$ cat src/rtl/melody_pkg.sv
// melody_pkg: shared types and constants for the note chart sequencer
// Holds the lane width, default chart geometry, the sequencer state encoding
// and the lane bitmap constants (bit3 = lane 0).
package melody_pkg;
    localparam int LANE_W = 4;
    localparam int DEF_ADDR_W = 13;
    localparam int DEF_SONG_LEN = 274;
    localparam int DEF_TICKS_PER_STEP = 12500000;
    typedef enum logic [2:0] {IDLE, FETCH, WAIT, TICK, DONE} seq_state_t;
    localparam logic [LANE_W-1:0] LANE0 = 4'b1000;
    localparam logic [LANE_W-1:0] LANE1 = 4'b0100;
    localparam logic [LANE_W-1:0] LANE2 = 4'b0010;
    localparam logic [LANE_W-1:0] LANE3 = 4'b0001;
endpackage

$ cat src/rtl/chart_sequencer_if.sv
// chart_sequencer_if: control, chart ROM and spawn handshake bundle
// master (sequencer): in start, pause, rom_data, spawn_ready;
//                     out rom_addr, spawn_valid, spawn_lanes, step_idx, busy, done, overrun
// slave (environment): the mirror image.
interface chart_sequencer_if import melody_pkg::*; #(
    parameter int ADDR_W = DEF_ADDR_W
);
    logic              start;
    logic              pause;
    logic [ADDR_W-1:0] rom_addr;
    logic [LANE_W-1:0] rom_data;
    logic              spawn_valid;
    logic [LANE_W-1:0] spawn_lanes;
    logic              spawn_ready;
    logic [ADDR_W-1:0] step_idx;
    logic              busy;
    logic              done;
    logic              overrun;
    modport master (
        input  start, pause, rom_data, spawn_ready,
        output rom_addr, spawn_valid, spawn_lanes, step_idx, busy, done, overrun
    );
    modport slave (
        output start, pause, rom_data, spawn_ready,
        input  rom_addr, spawn_valid, spawn_lanes, step_idx, busy, done, overrun
    );
endinterface

$ cat src/rtl/chart_sequencer_step_timer.sv
// step_timer: per-step tick counter with enable, clear and terminal count
// Ports: clk, reset (async, active-high), en (count), clr (return to 0, wins over en),
//        tc (tick has reached TICKS-3, the last TICK cycle of a step).
module step_timer #(
    parameter int TICKS = 12500000
) (
    input  logic clk,
    input  logic reset,
    input  logic en,
    input  logic clr,
    output logic tc
);
    localparam int TW = $clog2(TICKS);
    logic [TW-1:0] tick;
    always_ff @(posedge clk or posedge reset) begin
        if (reset) tick <= '0;
        else if (clr) tick <= '0;
        else if (en) tick <= tick + 1'b1;
    end
    // FETCH and WAIT take two cycles of each step, so TICK spans TICKS-2 counts
    assign tc = tick == TW'(TICKS - 3);
endmodule

$ cat src/rtl/chart_sequencer.sv
// chart_sequencer: steps through the note chart ROM at a fixed tempo and emits spawn requests
// Ports: clk, reset (async, active-high), bus (chart_sequencer_if.master: start/pause
//        control, ROM address/data, spawn valid/ready/lanes, step_idx, busy, done, overrun).
// Build option CHART_LOOP_EN: wrap to step 0 after the last step instead of entering DONE;
// done then pulses for one cycle at each wrap.
module chart_sequencer import melody_pkg::*; #(
    parameter int ADDR_W = DEF_ADDR_W,
    parameter int SONG_LEN = DEF_SONG_LEN,
    parameter int TICKS_PER_STEP = DEF_TICKS_PER_STEP
) (
    input logic clk,
    input logic reset,
    chart_sequencer_if.master bus
);
    localparam logic [ADDR_W-1:0] LAST_ADDR = ADDR_W'(SONG_LEN - 1);
    seq_state_t state, state_d;
    logic go, adv, tc, last;
    assign last = bus.rom_addr == LAST_ADDR;
    step_timer #(.TICKS(TICKS_PER_STEP)) u_timer (
        .clk(clk),
        .reset(reset),
        .en(state == TICK && !bus.pause),
        .clr(go || adv),
        .tc(tc)
    );
    always_ff @(posedge clk or posedge reset) begin
        if (reset) state <= IDLE;
        else state <= state_d;
    end
    always_comb begin
        state_d = state;
        go = 1'b0;
        adv = 1'b0;
        case (state)
            IDLE, DONE: begin
                go = bus.start;
                state_d = bus.start ? FETCH : state;
            end
            FETCH: state_d = WAIT;
            WAIT: state_d = TICK;
            TICK: begin
                adv = !bus.pause && tc;
`ifdef CHART_LOOP_EN
                state_d = adv ? FETCH : TICK;
`else
                state_d = adv ? (last ? DONE : FETCH) : TICK;
`endif
            end
            default: state_d = IDLE;
        endcase
    end
    assign bus.busy = state inside {FETCH, WAIT, TICK};
`ifdef CHART_LOOP_EN
    logic wrap_q;
    always_ff @(posedge clk or posedge reset) begin
        if (reset) wrap_q <= 1'b0;
        else wrap_q <= adv && last;
    end
    assign bus.done = wrap_q;
`else
    assign bus.done = state == DONE;
`endif
    always_ff @(posedge clk or posedge reset) begin
        if (reset) begin
            bus.rom_addr <= '0;
            bus.step_idx <= '0;
            bus.spawn_valid <= 1'b0;
            bus.spawn_lanes <= '0;
            bus.overrun <= 1'b0;
        end else begin
            if (go) begin
                bus.rom_addr <= '0;
                bus.overrun <= 1'b0;
`ifdef CHART_LOOP_EN
            end else if (adv) bus.rom_addr <= last ? '0 : bus.rom_addr + 1'b1;
`else
            end else if (adv && !last) bus.rom_addr <= bus.rom_addr + 1'b1;
`endif
            if (state == WAIT) bus.step_idx <= bus.rom_addr;
            // A new non-empty step replaces any pending request; losing an unaccepted one is an overrun
            if (state == WAIT && bus.rom_data != '0) begin
                bus.spawn_lanes <= bus.rom_data;
                bus.spawn_valid <= 1'b1;
                if (bus.spawn_valid && !bus.spawn_ready) bus.overrun <= 1'b1;
            end else if (bus.spawn_valid && bus.spawn_ready) bus.spawn_valid <= 1'b0;
        end
    end
endmodule
$ cat src/flat_wrapper.sv
// flat-port wrapper written by rule: the top's interface ports become plain ports
module chart_sequencer_flat import melody_pkg::*;
#(
    parameter int ADDR_W = DEF_ADDR_W,
    parameter int SONG_LEN = DEF_SONG_LEN,
    parameter int TICKS_PER_STEP = DEF_TICKS_PER_STEP
)
  (clk, reset, bus_start, bus_pause, bus_rom_data, bus_spawn_ready, bus_rom_addr, bus_spawn_valid, bus_spawn_lanes, bus_step_idx, bus_busy, bus_done, bus_overrun);
  chart_sequencer_if #(.ADDR_W(ADDR_W)) bus_i ();
  input logic clk;
  input logic reset;
  input wire logic [$bits(bus_i.start)-1:0] bus_start;
  input wire logic [$bits(bus_i.pause)-1:0] bus_pause;
  input wire logic [$bits(bus_i.rom_data)-1:0] bus_rom_data;
  input wire logic [$bits(bus_i.spawn_ready)-1:0] bus_spawn_ready;
  output wire logic [$bits(bus_i.rom_addr)-1:0] bus_rom_addr;
  output wire logic [$bits(bus_i.spawn_valid)-1:0] bus_spawn_valid;
  output wire logic [$bits(bus_i.spawn_lanes)-1:0] bus_spawn_lanes;
  output wire logic [$bits(bus_i.step_idx)-1:0] bus_step_idx;
  output wire logic [$bits(bus_i.busy)-1:0] bus_busy;
  output wire logic [$bits(bus_i.done)-1:0] bus_done;
  output wire logic [$bits(bus_i.overrun)-1:0] bus_overrun;
  assign bus_i.start = bus_start;
  assign bus_i.pause = bus_pause;
  assign bus_i.rom_data = bus_rom_data;
  assign bus_i.spawn_ready = bus_spawn_ready;
  assign bus_rom_addr = bus_i.rom_addr;
  assign bus_spawn_valid = bus_i.spawn_valid;
  assign bus_spawn_lanes = bus_i.spawn_lanes;
  assign bus_step_idx = bus_i.step_idx;
  assign bus_busy = bus_i.busy;
  assign bus_done = bus_i.done;
  assign bus_overrun = bus_i.overrun;
  chart_sequencer #(.ADDR_W(ADDR_W), .SONG_LEN(SONG_LEN), .TICKS_PER_STEP(TICKS_PER_STEP)) u_core (.clk(clk), .reset(reset), .bus(bus_i));
endmodule
$ cat config.mk
export PLATFORM = sky130hd
export DESIGN_NAME = chart_sequencer_flat
export DESIGN_NICKNAME = d
export VERILOG_FILES = /design/src/rtl/melody_pkg.sv /design/src/rtl/chart_sequencer_if.sv /design/src/rtl/chart_sequencer_step_timer.sv /design/src/rtl/chart_sequencer.sv /design/src/flat_wrapper.sv
export SDC_FILE = /design/constraint.sdc
export NUM_CORES = 1
export LEC_CHECK = 0
export BUFFER_PORTS_ARGS = -buffer_cell sky130_fd_sc_hd__buf_2
export CAP_MARGIN = 40
export CORE_MARGIN = 5
export CORE_UTILIZATION = 59
export CTS_BUF_LIST = sky130_fd_sc_hd__clkbuf_4 sky130_fd_sc_hd__clkbuf_8 sky130_fd_sc_hd__clkbuf_16
export DETAILED_ROUTE_END_ITERATION = 10
export PLACE_DENSITY = 0.82
export SLEW_MARGIN = 20
export SYNTH_ARGS = -nofsm -noshare
export SYNTH_HDL_FRONTEND = slang
export SYNTH_HIERARCHICAL = 1
export SYNTH_SLANG_ARGS = --single-unit
$ cat constraint.sdc
create_clock -name clk -period 6.1 [get_ports clk]
set_input_delay 0.305 -clock clk [delete_from_list [all_inputs] [get_ports clk]]
set_output_delay 0.305 -clock clk [all_outputs]
set_load 0.1 [all_outputs]
==> results of run 1 <==
==> worst paths after layout <==
kind                                                     from                                   to  slack [ns]  depth (start not counted)
max                        u_core/u_timer/tick[3]$_DFFE_PP0P_  u_core/u_timer/tick[22]$_DFFE_PP0P_        2.15                         12
min                                                     reset  u_core/u_timer/tick[11]$_DFFE_PP0P_      -0.003                          2
max reg2reg                u_core/u_timer/tick[3]$_DFFE_PP0P_  u_core/u_timer/tick[22]$_DFFE_PP0P_        2.15                         12
min reg2reg                      u_core/bus.overrun$_DFF_PP0_         u_core/bus.overrun$_DFF_PP0_        0.49                          2
max in group asynchronous                               reset   u_core/u_timer/tick[2]$_DFFE_PP0P_        5.64                          3
min in group clk                                    bus_start          u_core/state[2]$_DFFE_PP0P_        0.20                          2
==> kinds of logic (layout without fill, tap and decap cells) <==
family	Yosys count	in the layout
buffers and inverters	23	74
DFF	59	59
muxes	21	21
xor gates and xnor gates	16	16
adders and majority gates	4	4
AOI/OAI and AO/OA	38	38
and+or+nand+nor	125	125
==> sequential cells by signal, summed over array words and instances, names as in the netlist <==
register                count
u_core/bus.spawn_valid      1
u_core/bus.overrun          1
u_core/state                3
u_core/u_timer/tick        24
u_core/bus.rom_addr        13
u_core/bus.spawn_lanes      4
u_core/bus.step_idx        13
==> worst max-delay path, delay by kind of cell (launching register included) <==
| kind | cells | cell delay, ns |
|---|---|---|
| simple gates | 9 | 2.59 |
| flops | 1 | 0.39 |
| mux | 1 | 0.37 |
| buf+inv | 1 | 0.29 |
| compound gates | 1 | 0.17 |
==> where the power goes <==
part / switching [W] / internal (W) / total (W)
registers: 0.0000275 / 0.000419 / 0.000446
clock network: 0.000159 / 0.000187 / 0.000346
logic: 0.0000981 / 0.0000410 / 0.000139
total: 0.000285 / 0.000647 / 0.000931
==> final cells by class <==
class                           count  area [um2]
Sequential cell                    59        1476
Clock inverter                      7       68.82
Clock buffer                        9       123.9
Fill cell                         368        1373
Multi-Input combinational cell    204        1330
Tap cell                           67       83.83
Timing Repair Buffer               48       261.5
Inverter                           10       37.54
==> placed cells by master (no fill, tap or decap), types with 10 or more instances in the layout <==
cell type	synthesis	layout
a21oi_1	14	14
o21ai_0	13	13
nor2_1	26	26
inv_1	10	10
xnor2_1	14	14
nand2_1	24	24
dfrtp_1	59	59
nand3_1	11	11
buf_2	3	43
nor3_1	10	10
mux2_2	18	18
==> metal layers <==
| layer | global-route usage (%) | up-vias | part of all wire (%) |
|---|---|---|---|
| li1 | - | 1115 | - |
| met1 | 27.31 | 1167 | 41 |
| met2 | 37.25 | 91 | 51 |
| met3 | 6.166 | 13 | 6.2 |
| met4 | 8.108 | 0 | 1.2 |
| met5 | 0 | - | 0 |
==> through the flow <==
| step | hold slack, ns | area, um2 | setup slack (ns) | instances | total power, W |
|---|---|---|---|---|---|
| floorplan | 0.3196 | 2909 | 2.860 | 286 | 0.0005598 |
| global placement | 0.4291 | 3153 | 2.281 | 384 | 0.0005836 |
| detailed placement | 0.3709 | 3173 | 2.127 | 386 | 0.0005906 |
| CTS | 0.005043 | 3366 | 2.086 | 402 | 0.0009364 |
| global route | 0.02958 | 3382 | 1.794 | 404 | 0.0009777 |
| finish | -0.002532 | 3382 | 2.147 | 404 | 0.0009313 |
==> results.md, run 1 <==
- Hold Buf Count CTS: 0
- Sum Neg Setup Slack: 0 ns
- Share of Yosys cell area claimed by the top area cell type: between 50 and 60%
- Vias per Instance: 5.906
- Maxcap violations: 0
- Iter 0 DRT Violations: 191
- Yosys cell types: 46
- Crit Path Max Fanout: 30
- Post CTS Setup Buffer Count: 0
- Min Tclk post-route: around 4.0 ns
- Diodes inserted: 0
- XOR/XNOR Fraction of Synth Area: under 10%
- Largest family of logic cells by synthesized area: simple AND/OR/NAND/NOR gates
- H-tree depth: 3
- Routed Antenna Nets: 0
- Worst hold slack: -0.002532 ns
- Drt pass-1 iters: 5
- Worst hold path class: input pin to async pin
- Synth top cells by count: 59 x dfrtp_1, 26 x nor2_1, 24 x nand2_1, 18 x mux2_2
- CTS tree: yes
- Skew-Pair Late Insertion Delay: 0.34 ns
- Clock tree sinks: 59
- Hpwl dp: 4.563 mm
- Crit path arrival time: around 4.2 ns
- # resized after CTS: 0
- Die Area: 0.006435 mm2
- Vias in the first global route: between 2000 and 2500
- Row count: 25
- Placer Congestion: 0.8860
- Drt drc: 0
- Final hold violations: 6
- Worst-path cell chain: nand3_1, nor3_1, nand3_1, nor3_1, nand3b_2, or2_2, nand2_1, buf_4, o21ai_1, or4_1, nor4b_1, mux2_2
- Max-slew headroom: 58.59%
- Clock-pin slew on the worst setup and hold paths: ~0.070 ns
- Most frequent cell after synthesis: dfrtp_1
- GRT Total Usage: 22.22%
- Synth Area in Adders: 1.720%
- Critical path's slowest cell: or4_1
- Port bufs: 42
- Initial core utilization: 61.18%
- Initial antenna violation count: 0
- Worst setup EP type: flop
- Ys Warns: 6
- Critical path class: flop to flop
- Final Core Density: 71.13%
- Number of buffers created by CTS: 9
- Post-synth EDFFs: 0
- I/O Pins: 43
- Syn nets: between 200 and 300
- Worst clock skew: 0.006825 ns
- Vias: 2386
- Synthesized instance count: 286
- Post-synthesis mux area share: about 8%
- Worst Max-Slew Pin Slew: 0.6155 ns
- Final count of pins violating max slew: 0
- Largest net degree at the start of global routing: 36
- Synth-to-Final Area Change: 16.26%
- Total Routed Length: 6.443 mm
- Post-synthesis simple-gate area fraction: 23.61%
- Main synth FF type: dfrtp_1
- Fmax: 252.9 MHz
- Nets: 345
- Layout cells sized above 1: a little over a quarter
- Synth area leaders: dfrtp_1 51%, mux2_2 7.0%, xnor2_1 4.2%, nor2_1 3.4%, nand2_1 3.1%
- Clock buffer depth: 2
- Die Y: 80.22 um
- Synthesis-stage register bit count: 59
- P_leak: roughly 1.6 nW
- Cell Area, Synth: approximately 0.0029 mm2
- CP max stage delay: 0.62 ns
- Congestion Overflow GR: 0
- Syn avg cell area: between 10 and 15 um2
- Outcome: finished with violations
- Register area share after synthesis: 50.75%
- Yosys top cell by area: dfrtp_1
- Synth Area in Compound Gates: 7.570%
- Setup violators final: 0
- Worst Path Required: 6.33 ns
- CTS root buffer: clkbuf_8
- Async S/R FF share, synth: 100.0%
- Failing checks: hold timing
- Die width: 80.22 um
- Core ar.: approximately 0.0048 mm2
- Peak VDD IR: 0.0001661 V
- Power Dens Cells: 275.4 mW/mm2
- Fin crit share: between 60% and 70%
- Worst setup SP type: flop
- RSZ-0062 raised after global routing: false
- Wire length per cell: 15.95 um
- First-pass GRT wire length: 11.12 mm
Power figures use the tool's default switching activity.
==> run 2, diff against run 1 <==
--- a/config.mk
+++ b/config.mk
@@ -5,13 +5,14 @@
 export SDC_FILE = /design/constraint.sdc
 export NUM_CORES = 1
 export LEC_CHECK = 0
+export ABC_AREA = 1
 export BUFFER_PORTS_ARGS = -buffer_cell sky130_fd_sc_hd__buf_2
 export CAP_MARGIN = 40
 export CORE_MARGIN = 5
-export CORE_UTILIZATION = 59
+export CORE_UTILIZATION = 58
 export CTS_BUF_LIST = sky130_fd_sc_hd__clkbuf_4 sky130_fd_sc_hd__clkbuf_8 sky130_fd_sc_hd__clkbuf_16
 export DETAILED_ROUTE_END_ITERATION = 10
-export PLACE_DENSITY = 0.82
+export PLACE_DENSITY = 0.8
 export SLEW_MARGIN = 20
 export SYNTH_ARGS = -nofsm -noshare
 export SYNTH_HDL_FRONTEND = slang
==> constraint.sdc (replaced) <==
create_clock -name clk -period 4 [get_ports clk]
set_input_delay 0.2 -clock clk [delete_from_list [all_inputs] [get_ports clk]]
set_output_delay 0.2 -clock clk [all_outputs]
set_load 0.1 [all_outputs]
==> run 2 against run 1 <==
The flow now finishes without violations; count of clock-buffer cells in the layout grew 1; worst setup slack lost 0.97 ns; die area grew 18%; hold slack gained 0.076 ns; global-route usage grew 1.7 points; sequential power grew 85%; first-iteration DRC count grew 40%; sequential share of layout area shrank 6.3 points; clock power grew 81%; final area grew 17%; non-clock buffer count shrank 3; largest power group is now combinational logic.
==> results.md, run 2 <==
- Congestion Overflow GR: 0 (unchanged)
- Clock tree sinks: 59 (unchanged)
- Worst clock skew: 0.008702 ns (was 0.006825 ns)
- Synthesized instance count: 448 (was 286)
- Core ar.: 0.005851 mm2 (was 0.004755 mm2)
- Fin crit share: 70.54% (was 64.81%)
- Yosys cell types: 33 (was 46)
- Crit path arrival time: 3.06 ns (was 4.18 ns)
- Clock-pin slew on the worst setup and hold paths: 0.08 ns (was 0.07 ns)
- GRT Total Usage: 23.92% (was 22.22%)
- Grt peak-use layer: met2 (unchanged)
- Vias per Instance: 5.335 (was 5.906)
- Skew-Pair Late Insertion Delay: 0.35 ns (was 0.34 ns)
- Diodes inserted: 0 (unchanged)
- Async S/R FF share, synth: 100.0% (unchanged)
- Synth area leaders: dfrtp_1 43%, nand2_1 13%, nor2_1 6.6%, inv_1 5.9%, nand3_1 4.1% (was dfrtp_1 51%, mux2_2 7.0%, xnor2_1 4.2%, nor2_1 3.4%, nand2_1 3.1%)
- Hpwl dp: 5.949 mm (was 4.563 mm)
- Min Tclk post-route: 2.822 ns (was 3.953 ns)
- Power consumption: 0.002374 W (was 0.0009313 W)
- Main synth FF type: dfrtp_1 (unchanged)
- Clock buffer depth: 2 (unchanged)
- Most common cell after layout, fill and taps aside: nand2_1 (was dfrtp_1)
- H-tree depth: 3 (unchanged)
- Internal power: 0.001255 W (was 0.0006465 W)
- RSZ-0062 raised after global routing: false (unchanged)
- Setup violators final: 0 (unchanged)
- Worst hold path class: input pin to flop (was input pin to async pin)
- Synth top cells by count: 118 x nand2_1, 60 x nor2_1, 59 x dfrtp_1, 54 x inv_1, 28 x nand3_1 (was 59 x dfrtp_1, 26 x nor2_1, 24 x nand2_1, 18 x mux2_2)
- Syn nets: 461 (was 299)
- Placer Congestion: 0.9479 (was 0.8860)
- Die Y: 86.98 um (was 80.22 um)
- I/O Pins: 43 (unchanged)
- Routed Antenna Nets: 0 (unchanged)
- Wire length per cell: 13.94 um (was 15.95 um)
- Sw frac: 47.16% (was 30.57%)
- Vias in the first global route: 3042 (was 2370)
- Worst hold slack: 0.07377 ns (was -0.002532 ns)
- Post-synth EDFFs: 0 (unchanged)
- Die Area: 0.007566 mm2 (was 0.006435 mm2)
- Initial antenna violation count: 0 (unchanged)
- Outcome: completed (was finished with violations)
- Number of buffers created by CTS: 9 (unchanged)
- Sum Neg Setup Slack: 0 ns (unchanged)
- Pre-CTS worst setup slack: 1.271 ns (was 2.127 ns)
- GR Layer Usage met1: 29.59% (was 27.31%)
- CTS tree: yes (unchanged)
- Met2 Use GR: 38.99% (was 37.25%)
- Ys Warns: 6 (unchanged)
- Layout cells sized above 1: 22.82% (was 27.00%)
- Vias: 3089 (was 2386)
- Biggest register: u_core/u_timer/tick (unchanged)
- Final count of pins violating max slew: 0 (unchanged)
- Worst Path Required: 4.24 ns (was 6.33 ns)
- Maxcap violations: 0 (unchanged)
- Share of Yosys cell area claimed by the top area cell type: 42.96% (was 50.75%)
- Max reg flops: 24 (unchanged)
- Synthesis-stage register bit count: 59 (unchanged)
- Met3 track demand over resource: 4.163% (was 6.166%)
- Port bufs: 42 (unchanged)
- P_leak: 2.066 nW (was 1.627 nW)
- Peak VDD IR: 0.0006170 V (was 0.0001661 V)
- CTS root buffer: clkbuf_8 (unchanged)
- Regs by FF count: u_core/u_timer/tick: 24 flops, u_core/bus.rom_addr: 13 flops, u_core/bus.step_idx: 13 flops (unchanged)
- Row count: 28 (was 25)
- Cell Area, Synth: 0.003437 mm2 (was 0.002909 mm2)
- Design area: 0.003954 mm2 (was 0.003382 mm2)
- Combinational power share: 38.8% (was 14.9%)
- Power Dens Cells: 600.4 mW/mm2 (was 275.4 mW/mm2)
- Dpl cell area: 0.003717 mm2 (was 0.003173 mm2)
- Worst setup SP type: flop (unchanged)
- Most frequent cells in the layout: 118 x nand2_1, 60 x nor2_1, 59 x dfrtp_1, 54 x inv_1, 42 x buf_2 (was 59 x dfrtp_1, 43 x buf_2, 26 x nor2_1, 24 x nand2_1, 18 x mux2_2)
- Yosys top cell by area: dfrtp_1 (unchanged)
- Nets: 512 (was 345)
- Worst Max-Slew Pin Slew: 0.5888 ns (was 0.6155 ns)
- Final worst slack: 1.178 ns (was 2.147 ns)
- Critical path class: flop to flop (unchanged)
- Flop pwr share: 34.8% (was 47.9%)
- Power share of the clock group: 26.4% (was 37.1%)
- Largest net degree at the start of global routing: 36 (unchanged)
- Synth-to-Final Area Change: 15.03% (was 16.26%)
- Most frequent cell after synthesis: nand2_1 (was dfrtp_1)
- Initial core utilization: 58.75% (was 61.18%)
- Syn avg cell area: 7.672 um2 (was 10.17 um2)
- Final hold violations: 0 (was 6)
- Register area share after synthesis: 42.96% (was 50.75%)
- Fmax: 354.4 MHz (was 252.9 MHz)
- Crit Path Max Fanout: 22 (was 30)
- Drt pass-1 iters: 5 (unchanged)
- Worst setup EP type: flop (unchanged)
- Iter 0 DRT Violations: 267 (was 191)
- Drt drc: 0 (unchanged)
- First-pass GRT wire length: 13.99 mm (was 11.12 mm)
- Total Routed Length: 8.074 mm (was 6.443 mm)
- Die width: 86.98 um (was 80.22 um)
- Fillers: 458 (was 368)
- Sw Pwr: 0.001119 W (was 0.0002847 W)
- Max-slew headroom: 60.70% (was 58.59%)
==> run 2: routing by layer <==
metal,share of wire (%),vias to the layer above
met1,43,1427
met3,5.6,28
li1,-,1521
met2,49,113
met4,3.2,0
met5,0,-
==> run 2: final timing paths <==
path                                                       startpoint                               endpoint  slack [ns]  depth (start not counted)
worst max-delay path              u_core/u_timer/tick[16]$_DFFE_PP0P_    u_core/u_timer/tick[22]$_DFFE_PP0P_        1.18                         14
worst min-delay path                                  bus_rom_data[3]  u_core/bus.spawn_lanes[3]$_DFFE_PP0P_        0.07                          3
worst max register to register    u_core/u_timer/tick[16]$_DFFE_PP0P_    u_core/u_timer/tick[22]$_DFFE_PP0P_        1.18                         14
worst min register to register  u_core/bus.spawn_lanes[3]$_DFFE_PP0P_  u_core/bus.spawn_lanes[3]$_DFFE_PP0P_        0.48                          2
max in group asynchronous                                       reset    u_core/u_timer/tick[12]$_DFFE_PP0P_        3.04                          4
min in group asynchronous                                       reset     u_core/u_timer/tick[5]$_DFFE_PP0P_        0.47                          3
==> run 2: area by class of cell <==
class                   count  area, um2  share of cell area, %
clock buffers              10      137.6                  3.481
clock inverters             6      88.84                  2.247
inverters                  63      239.0                  6.044
multi-input cells         321       1675                  42.37
flip-flops and latches     59       1476                  37.34
well taps                  75      93.84                  2.373
repair buffers             45      242.7                  6.139
==> run 2: cell families (layout without fill, tap and decap cells) <==
kind of cell | count (synthesis) | count (layout) | share of synthesized area [%]
buffers and inverters | 68 | 124 | 8.300
and+or+nand+nor | 260 | 260 | 36.88
xor gates and xnor gates | 5 | 5 | 1.274
AOI/OAI and AO/OA | 52 | 52 | 9.137
DFF | 59 | 59 | 42.96
adders and majority gates | 4 | 4 | 1.456
==> run 2: critical path, cell delays in order (launching register included) <==
cell and delay [ns]:
dfrtp_1 0.44, nor4_1 0.42, nand3_1 0.13, nor3_1 0.16, nand2_1 0.19, nor2_8 0.22, inv_1 0.07, nand2_1 0.20
inv_2 0.22, nand2_2 0.16, nand2_1 0.10, nor2_1 0.13, nand3_1 0.11, nor2_1 0.11, nor2_1 0.05
==> run 2: what timing repair did <==
item | CTS | global route
endpoints found under the hold margin | 48 | 0
buffers inserted | 0 | 0
hold buffers | 1 | 0
resized for setup | 0 | 0
==> run 2: power by group through the flow <==
| stage | registers [W] | clock network [W] | logic, W |
|---|---|---|---|
| global route | 0.000843 | 0.000666 | 0.000976 |
| floorplan | 0.00128 | 0 | 0.000318 |
| CTS | 0.000824 | 0.000636 | 0.000925 |
| detailed placement | 0.000834 | 0 | 0.000922 |
| global placement | 0.000828 | 0 | 0.000906 |
| finish | 0.000827 | 0.000626 | 0.000922 |
==> run 2: metrics by stage <==
step                      instances  utilization [%]
after floorplan                 448                -
final                           579            67.58
after global routing            579            67.58
after detailed placement        562            63.54
after global placement          561            63.28
after CTS                       579            67.58
